==> src/rtl/lvds_link_pkg.sv <==
// Shared constants for the LVDS link controller: FSM state encodings, word
// tags, the idle word, the default training pattern, and a saturating
// increment helper.
package lvds_link_pkg;

    // Link FSM states
    localparam logic [1:0] ST_SYNC  = 2'd0;
    localparam logic [1:0] ST_TRAIN = 2'd1;
    localparam logic [1:0] ST_RUN   = 2'd2;

    // Word tags in bits [9:8] of each 10-bit line word
    localparam logic [1:0] TAG_HI   = 2'b10;
    localparam logic [1:0] TAG_LO   = 2'b01;
    localparam logic [1:0] TAG_IDLE = 2'b00;

    localparam logic [9:0] IDLE_WORD          = {TAG_IDLE, 8'h00};
    localparam logic [9:0] TRAIN_WORD_DEFAULT = 10'h2AA;

    // 8-bit increment that holds at 8'hFF
    function automatic logic [7:0] sat_inc8(input logic [7:0] v);
        return (v == 8'hFF) ? v : v + 8'd1;
    endfunction

endpackage

==> src/rtl/lvds_rx_deframer.sv <==
// Receive deframer: registers datarx, then rebuilds 16-bit samples from
// high/low tagged words. While disabled it discards any partial sample.
// Optional feature macro: LINK_STATS_EN (saturating frame error counter).
module lvds_rx_deframer
    import lvds_link_pkg::*;
(
    input  logic        sysclk,
    input  logic        rst_n,
    input  logic        en,
    input  logic [9:0]  datarx,
    output logic [15:0] rx_voltage,
    output logic        rx_voltage_valid,
    output logic [7:0]  frame_err_cnt
);

    logic [9:0]  word_q, word_d;
    logic [7:0]  hi_q, hi_d;
    logic        pend_q, pend_d;
    logic [15:0] rxv_q, rxv_d;
    logic        valid_q, valid_d;
    logic        err;

    // Decode the registered word against the pending high byte
    always_comb begin
        // NOTE: every variable gets a default here so no latch is inferred.
        word_d  = en ? datarx : IDLE_WORD;
        hi_d    = hi_q;
        pend_d  = pend_q;
        rxv_d   = rxv_q;
        valid_d = 1'b0;
        err     = 1'b0;
        if (!en) begin
            pend_d = 1'b0;
        end else begin
            case (word_q[9:8])
                TAG_HI: begin
                    // A second high byte replaces the first one
                    err    = pend_q;
                    hi_d   = word_q[7:0];
                    pend_d = 1'b1;
                end
                TAG_LO: begin
                    if (pend_q) begin
                        rxv_d   = {hi_q, word_q[7:0]};
                        valid_d = 1'b1;
                        pend_d  = 1'b0;
                    end else begin
                        err = 1'b1;
                    end
                end
                TAG_IDLE: begin
                    if (pend_q) begin
                        err    = 1'b1;
                        pend_d = 1'b0;
                    end
                end
                default: err = 1'b1;
            endcase
        end
    end

    // Deframer state registers
    always_ff @(posedge sysclk) begin
        // NOTE: sequential state uses non-blocking assignments only.
        if (!rst_n) begin
            word_q  <= IDLE_WORD;
            hi_q    <= 8'h00;
            pend_q  <= 1'b0;
            rxv_q   <= 16'h0000;
            valid_q <= 1'b0;
        end else begin
            word_q  <= word_d;
            hi_q    <= hi_d;
            pend_q  <= pend_d;
            rxv_q   <= rxv_d;
            valid_q <= valid_d;
        end
    end

    assign rx_voltage       = rxv_q;
    assign rx_voltage_valid = valid_q;

`ifdef LINK_STATS_EN
    logic [7:0] err_cnt_q, err_cnt_d;

    assign err_cnt_d = err ? sat_inc8(err_cnt_q) : err_cnt_q;

    // Saturating frame error counter
    always_ff @(posedge sysclk) begin
        if (!rst_n) err_cnt_q <= 8'h00;
        else        err_cnt_q <= err_cnt_d;
    end

    assign frame_err_cnt = err_cnt_q;
`else
    logic unused_err;
    assign unused_err    = err;
    assign frame_err_cnt = 8'h00;
`endif

endmodule

==> src/rtl/lvds_link_ctrl.sv <==
// LVDS link controller: SYNC/TRAIN/RUN bring-up FSM, one-deep sample holding
// register, high/low byte framer onto datatx, and the receive deframer.
// Optional feature macro: LINK_STATS_EN (saturating overrun/frame error counters).
module lvds_link_ctrl
    import lvds_link_pkg::*;
#(
    parameter int         LOCK_STABLE  = 16,
    parameter int         SYNC_TIMEOUT = 4096,
    parameter int         TRAIN_WORDS  = 8,
    parameter logic [9:0] TRAIN_WORD   = TRAIN_WORD_DEFAULT
) (
    input  logic        sysclk,
    input  logic        rst_n,
    input  logic        lock_n,
    input  logic [9:0]  datarx,
    input  logic [15:0] ad_voltage,
    input  logic        ad_voltage_valid,
    output logic [9:0]  datatx,
    output logic        sync_req,
    output logic        link_up,
    output logic        sync_timeout,
    output logic [15:0] rx_voltage,
    output logic        rx_voltage_valid,
    output logic        overrun,
    output logic [7:0]  frame_err_cnt,
    output logic [7:0]  overrun_cnt
);

    localparam int SW = $clog2(LOCK_STABLE + 1);
    localparam int TW = $clog2(SYNC_TIMEOUT + 1);
    localparam int MW = $clog2(TRAIN_WORDS + 1);
    localparam logic [SW-1:0] STABLE_END  = SW'(LOCK_STABLE);
    localparam logic [TW-1:0] TIMEOUT_END = TW'(SYNC_TIMEOUT);
    localparam logic [MW-1:0] MATCH_END   = MW'(TRAIN_WORDS);

    logic [1:0]    state_q, state_d;
    logic [SW-1:0] stable_q, stable_d, stable_inc;
    logic [TW-1:0] timer_q, timer_d, timer_inc;
    logic [MW-1:0] match_q, match_d, match_inc;
    logic [15:0]   hold_q, hold_d;
    logic          hold_full_q, hold_full_d;
    logic          hi_sent_q, hi_sent_d;
    logic [9:0]    datatx_q, datatx_d;
    logic          sync_req_q, sync_req_d;
    logic          link_up_q, link_up_d;
    logic          sync_to_q, sync_to_d;
    logic          overrun_q, overrun_d;

    assign stable_inc = stable_q + SW'(1);
    assign timer_inc  = timer_q + TW'(1);
    assign match_inc  = match_q + MW'(1);

    // Next-state, transmitter and registered-output logic
    always_comb begin
        state_d     = state_q;
        stable_d    = stable_q;
        timer_d     = timer_q;
        match_d     = match_q;
        hold_d      = hold_q;
        hold_full_d = hold_full_q;
        hi_sent_d   = hi_sent_q;
        datatx_d    = IDLE_WORD;
        sync_to_d   = 1'b0;
        overrun_d   = 1'b0;

        case (state_q)
            ST_SYNC: begin
                timer_d  = timer_inc;
                stable_d = lock_n ? '0 : stable_inc;
                if (!lock_n && stable_inc == STABLE_END) begin
                    state_d  = ST_TRAIN;
                    stable_d = '0;
                    timer_d  = '0;
                    match_d  = '0;
                end else if (timer_inc == TIMEOUT_END) begin
                    sync_to_d = 1'b1;
                    timer_d   = '0;
                    stable_d  = '0;
                end
            end
            ST_TRAIN: begin
                if (lock_n) begin
                    state_d = ST_SYNC;
                end else if (datarx == TRAIN_WORD) begin
                    match_d = match_inc;
                    if (match_inc == MATCH_END) state_d = ST_RUN;
                end else begin
                    match_d = '0;
                end
            end
            ST_RUN: begin
                if (lock_n) begin
                    // Lock lost: drop whatever was waiting to go out
                    state_d     = ST_SYNC;
                    hold_full_d = 1'b0;
                    hi_sent_d   = 1'b0;
                end else begin
                    if (hi_sent_q) begin
                        datatx_d    = {TAG_LO, hold_q[7:0]};
                        hi_sent_d   = 1'b0;
                        hold_full_d = 1'b0;
                    end else if (hold_full_q) begin
                        hi_sent_d = 1'b1;
                        if (ad_voltage_valid) begin
                            // Overrun: newest sample wins, send its high byte now
                            overrun_d = 1'b1;
                            hold_d    = ad_voltage;
                            datatx_d  = {TAG_HI, ad_voltage[15:8]};
                        end else begin
                            datatx_d = {TAG_HI, hold_q[15:8]};
                        end
                    end
                    // Capture into an empty register or one being freed this cycle
                    if (ad_voltage_valid && (!hold_full_q || hi_sent_q)) begin
                        hold_d      = ad_voltage;
                        hold_full_d = 1'b1;
                    end
                end
            end
            default: state_d = ST_SYNC;
        endcase

        if (state_d == ST_TRAIN) datatx_d = TRAIN_WORD;
        sync_req_d = (state_d == ST_SYNC);
        link_up_d  = (state_d == ST_RUN);
    end

    // Controller state and output registers
    always_ff @(posedge sysclk) begin
        // NOTE: every flop, the holding register included, is reset so outputs start defined.
        if (!rst_n) begin
            state_q     <= ST_SYNC;
            stable_q    <= '0;
            timer_q     <= '0;
            match_q     <= '0;
            hold_q      <= 16'h0000;
            hold_full_q <= 1'b0;
            hi_sent_q   <= 1'b0;
            datatx_q    <= IDLE_WORD;
            sync_req_q  <= 1'b1;
            link_up_q   <= 1'b0;
            sync_to_q   <= 1'b0;
            overrun_q   <= 1'b0;
        end else begin
            state_q     <= state_d;
            stable_q    <= stable_d;
            timer_q     <= timer_d;
            match_q     <= match_d;
            hold_q      <= hold_d;
            hold_full_q <= hold_full_d;
            hi_sent_q   <= hi_sent_d;
            datatx_q    <= datatx_d;
            sync_req_q  <= sync_req_d;
            link_up_q   <= link_up_d;
            sync_to_q   <= sync_to_d;
            overrun_q   <= overrun_d;
        end
    end

    assign datatx       = datatx_q;
    assign sync_req     = sync_req_q;
    assign link_up      = link_up_q;
    assign sync_timeout = sync_to_q;
    assign overrun      = overrun_q;

`ifdef LINK_STATS_EN
    logic [7:0] ovr_cnt_q, ovr_cnt_d;

    assign ovr_cnt_d = overrun_d ? sat_inc8(ovr_cnt_q) : ovr_cnt_q;

    // Saturating overrun counter
    always_ff @(posedge sysclk) begin
        if (!rst_n) ovr_cnt_q <= 8'h00;
        else        ovr_cnt_q <= ovr_cnt_d;
    end

    assign overrun_cnt = ovr_cnt_q;
`else
    assign overrun_cnt = 8'h00;
`endif

    // Deframer runs only in RUN while lock is held
    lvds_rx_deframer u_deframer (
        .sysclk           (sysclk),
        .rst_n            (rst_n),
        .en               (link_up_q & ~lock_n),
        .datarx           (datarx),
        .rx_voltage       (rx_voltage),
        .rx_voltage_valid (rx_voltage_valid),
        .frame_err_cnt    (frame_err_cnt)
    );

endmodule

==> config.mk <==
export PLATFORM = sky130hd
export DESIGN_NAME = lvds_link_ctrl
export DESIGN_NICKNAME = d
export VERILOG_FILES = /design/src/rtl/lvds_link_pkg.sv /design/src/rtl/lvds_rx_deframer.sv /design/src/rtl/lvds_link_ctrl.sv
export SDC_FILE = /design/constraint.sdc
export NUM_CORES = 1
export LEC_CHECK = 0
export ABC_AREA = 1
export BUFFER_PORTS_ARGS = -buffer_cell sky130_fd_sc_hd__buf_2
export CAP_MARGIN = 20
export CORE_MARGIN = 2
export CORE_UTILIZATION = 50
export CTS_BUF_LIST = sky130_fd_sc_hd__clkbuf_8
export DETAILED_ROUTE_END_ITERATION = 6
export PLACE_DENSITY = 0.83
export SLEW_MARGIN = 20
export SYNTH_ARGS = -nofsm -noshare
export SYNTH_HDL_FRONTEND = slang
export SYNTH_HIERARCHICAL = 1
export SYNTH_SLANG_ARGS = --single-unit
export TNS_END_PERCENT = 50
==> constraint.sdc <==
create_clock -name sysclk -period 3.3 [get_ports sysclk]
set_clock_uncertainty 0.15 [all_clocks]
set_input_delay 0.33 -clock sysclk [delete_from_list [all_inputs] [get_ports sysclk]]
set_output_delay 0.33 -clock sysclk [all_outputs]
set_load 0.02 [all_outputs]
==> metrics <==
total track usage=20.2%; I/O Buffers=60; synthesized area per cell=6.95 um^2; CTS Buf Count=9; worst path arrival time=2.02 ns; reg2reg path depth=10; antenna violations before repair=0; asr flop ratio synth=0%; pre-CTS setup slack=1.29 ns; Hold Violations, Final=0; Final GP Congestion=0.930; Max transition margin=35.6%; cell leakage power=2.12 nW; post-synth top area share=44.3%; Routed Antenna Nets=0; logic gate share of total power=4.3%; total gr overflow=0; die height=95.2 um; Flop pwr share=55.7%; Slowest-stage cell, CP=dfxtp_1; Post-Synthesis Cells=599; Critical Path Start Type=register; # rows=33; status=completed; vias per cell=4.95; area leader, netlist=dfxtp_1; Most Frequent Cell on Critical Path=nand2_1; most frequent cells in the layout=nand2_1, nor2_1, dfxtp_1; FF+latch count, synth=92; Buf/Inv on CP=0; Power Internal=1.51 mW; hold_buf cts=0; family with the most delay on the worst path=simple AND/OR/NAND/NOR gates; Diodes inserted=0; top_reg_cell synth=dfxtp_1; first-pass GRT wire length=14,800 um; Slew Limit Fails=0; number of flops mapped to enable cells by yosys=0; Yosys Warn Count=6; Max Fanout on Critical Path=8; Synth area leaders=dfxtp_1, nand2_1, nor2_1, inv_1, a21oi_1; CTS tree=done; DRC errors left=0; placed wire-length estimate=6230 um; clock share of power=40.0%; WL final=8690 um; via count=3,766; WHS Path Cells=3; Finished Layout Cells=761; setup TNS=0 ns; Initial Utilization=51.2%; CTS Sinks=92; Reg clk slew, reported paths=0.11 ns; post-layout min period=1.97 ns; first-pass iteration count of the detailed router=6; Crit path required time=3.35 ns; sequential share of the synthesized area=44.3%; final setup vio count=0; largest net degree at the start of global routing=46; Placed Cells=745; CORE AREA=8130 um^2; count of different cell masters after synthesis=32; Final period util=59.8%; Die X=95.2 um; Setup Buffers After CTS=0; Max stage delay on crit path=0.40 ns; Post-Syn Area=4160 um^2; layout cells sized above 1=15.4%; Pwr Density=432 nW/um^2; Boundary Pins=77; clock buffer depth=2; worst skew pair latency=0.36 ns; commonest non-fill, non-tap cell in the layout=nand2_1; wire per inst=11.4 um; Detailed Route Iter0 Violations=254; Resize count post-CTS=0; setup ws final=1.33 ns; CP endpoint kind=register; htree depth=3; Worst Hold Class=primary input to register; final cell utilization of the core=57.2%; critical path depth=10; worst path cell trace=ha_1 -> nand3_2 -> nor2_4 -> nand2_1 -> nand2_1 -> nand3_1 -> nor2_1 -> nand3_2 -> nand2_1 -> a21oi_1; Fill cells=749; Max-Cap Viols=0; DIE AREA=9070 um^2; Peak Freq=507 MHz; area grow syn2layout=11.8%; Final nets=685; switching power total=0.499 mW; vias in the first global route=3,570; RSZ-0062 raised after global routing=false; Root Driver=clkbuf_8; Worst Tran Pin Value=0.965 ns; switching share of power=24.8%; worst vdd ir=0.234 mV; crit path kind=register to register
[sequential cells by signal, indices dropped and copies added (netlist names), 2 cells and up]
register and cells:
u_deframer/hi_q 8, u_deframer/rx_voltage 16, u_deframer/word_q 10, stable_q 5
timer_q 13, match_q 4, state_q 2, hold_q 16
datatx 10
[metrics by stage]
stage	cell area, um^2	hold slack [ns]	total power, mW
2_1_floorplan	4210	0.279	1.21
3_3_place_gp	4440	0.295	1.23
3_5_place_dp	4440	0.301	1.23
4_1_cts	4650	0.00643	2.02
5_1_grt	4650	0.0208	2.08
6_report	4650	0.0252	2.01
[layer usage]
metal | GRT usage, % | part of all wire [%] | up-vias
met5 | 0 | 0 | -
met4 | 9.18 | 1.2 | 0
met3 | 3.48 | 5.4 | 10
met2 | 34.9 | 48 | 108
met1 | 24.4 | 45 | 1712
li1 | - | - | 1936
[cell usage after synthesis (5+ instances only)]
master / number
inv_1: 68
clkbuf_1: 9
nand2_1: 126
buf_4: 19
nor2_1: 122
a21oi_1: 41
nand3_1: 31
dfxtp_1: 92
nor2_2: 5
o21ai_0: 29
nand4_1: 6
[path summary, 6_finish.rpt]
kind / start / end / slack (ns)
setup / recovery: timer_q[0]$_SDFFE_PN0P_ / timer_q[0]$_SDFFE_PN0P_ / 1.33
hold / removal: datarx[3] / u_deframer/word_q[3]$_SDFF_PN0_ / 0.03
setup reg to reg: timer_q[0]$_SDFFE_PN0P_ / timer_q[0]$_SDFFE_PN0P_ / 1.33
hold reg to reg: hold_q[12]$_SDFFE_PN0P_ / hold_q[12]$_SDFFE_PN0P_ / 0.31
[final cells by class]
type | instances | area, um^2 | share of cell area, %
multi-input combinational | 414 | 1880 | 40.4
inverter | 73 | 274 | 5.89
clock inverter | 7 | 92.6 | 1.99
sequential | 92 | 1840 | 39.6
timing repair buffer | 61 | 308 | 6.62
clock buffer | 9 | 124 | 2.66
tap | 105 | 131 | 2.82
[logic make-up (layout without fill, tap and decap cells)]
| kind of cell | after synthesis | in the layout | synth area share [%] |
|---|---|---|---|
| AOI/OAI and AO/OA | 79 | 79 | 10.0 |
| xor gates and xnor gates | 4 | 4 | 0.842 |
| adders and majority gates | 4 | 4 | 1.20 |
| buffers and inverters | 107 | 150 | 11.8 |
| DFF | 92 | 92 | 44.3 |
| other | 2 | 16 | 0.180 |
| and+or+nand+nor | 311 | 311 | 31.7 |
[worst min-delay path, delay by kind of cell]
family,cells,cell delay [ns]
buffers and inverters,2,0.14
and+or+nand+nor,1,0.03
[power by group through the flow]
stage / Combinational (mW) / Sequential, mW / Clock, mW
floorplan: 0.0704 / 1.14 / 0
global placement: 0.0827 / 1.14 / 0
detailed placement: 0.0847 / 1.14 / 0
CTS: 0.0850 / 1.12 / 0.819
global route: 0.0977 / 1.12 / 0.864
finish: 0.0856 / 1.12 / 0.804
(Power assumes the default switching activity.)
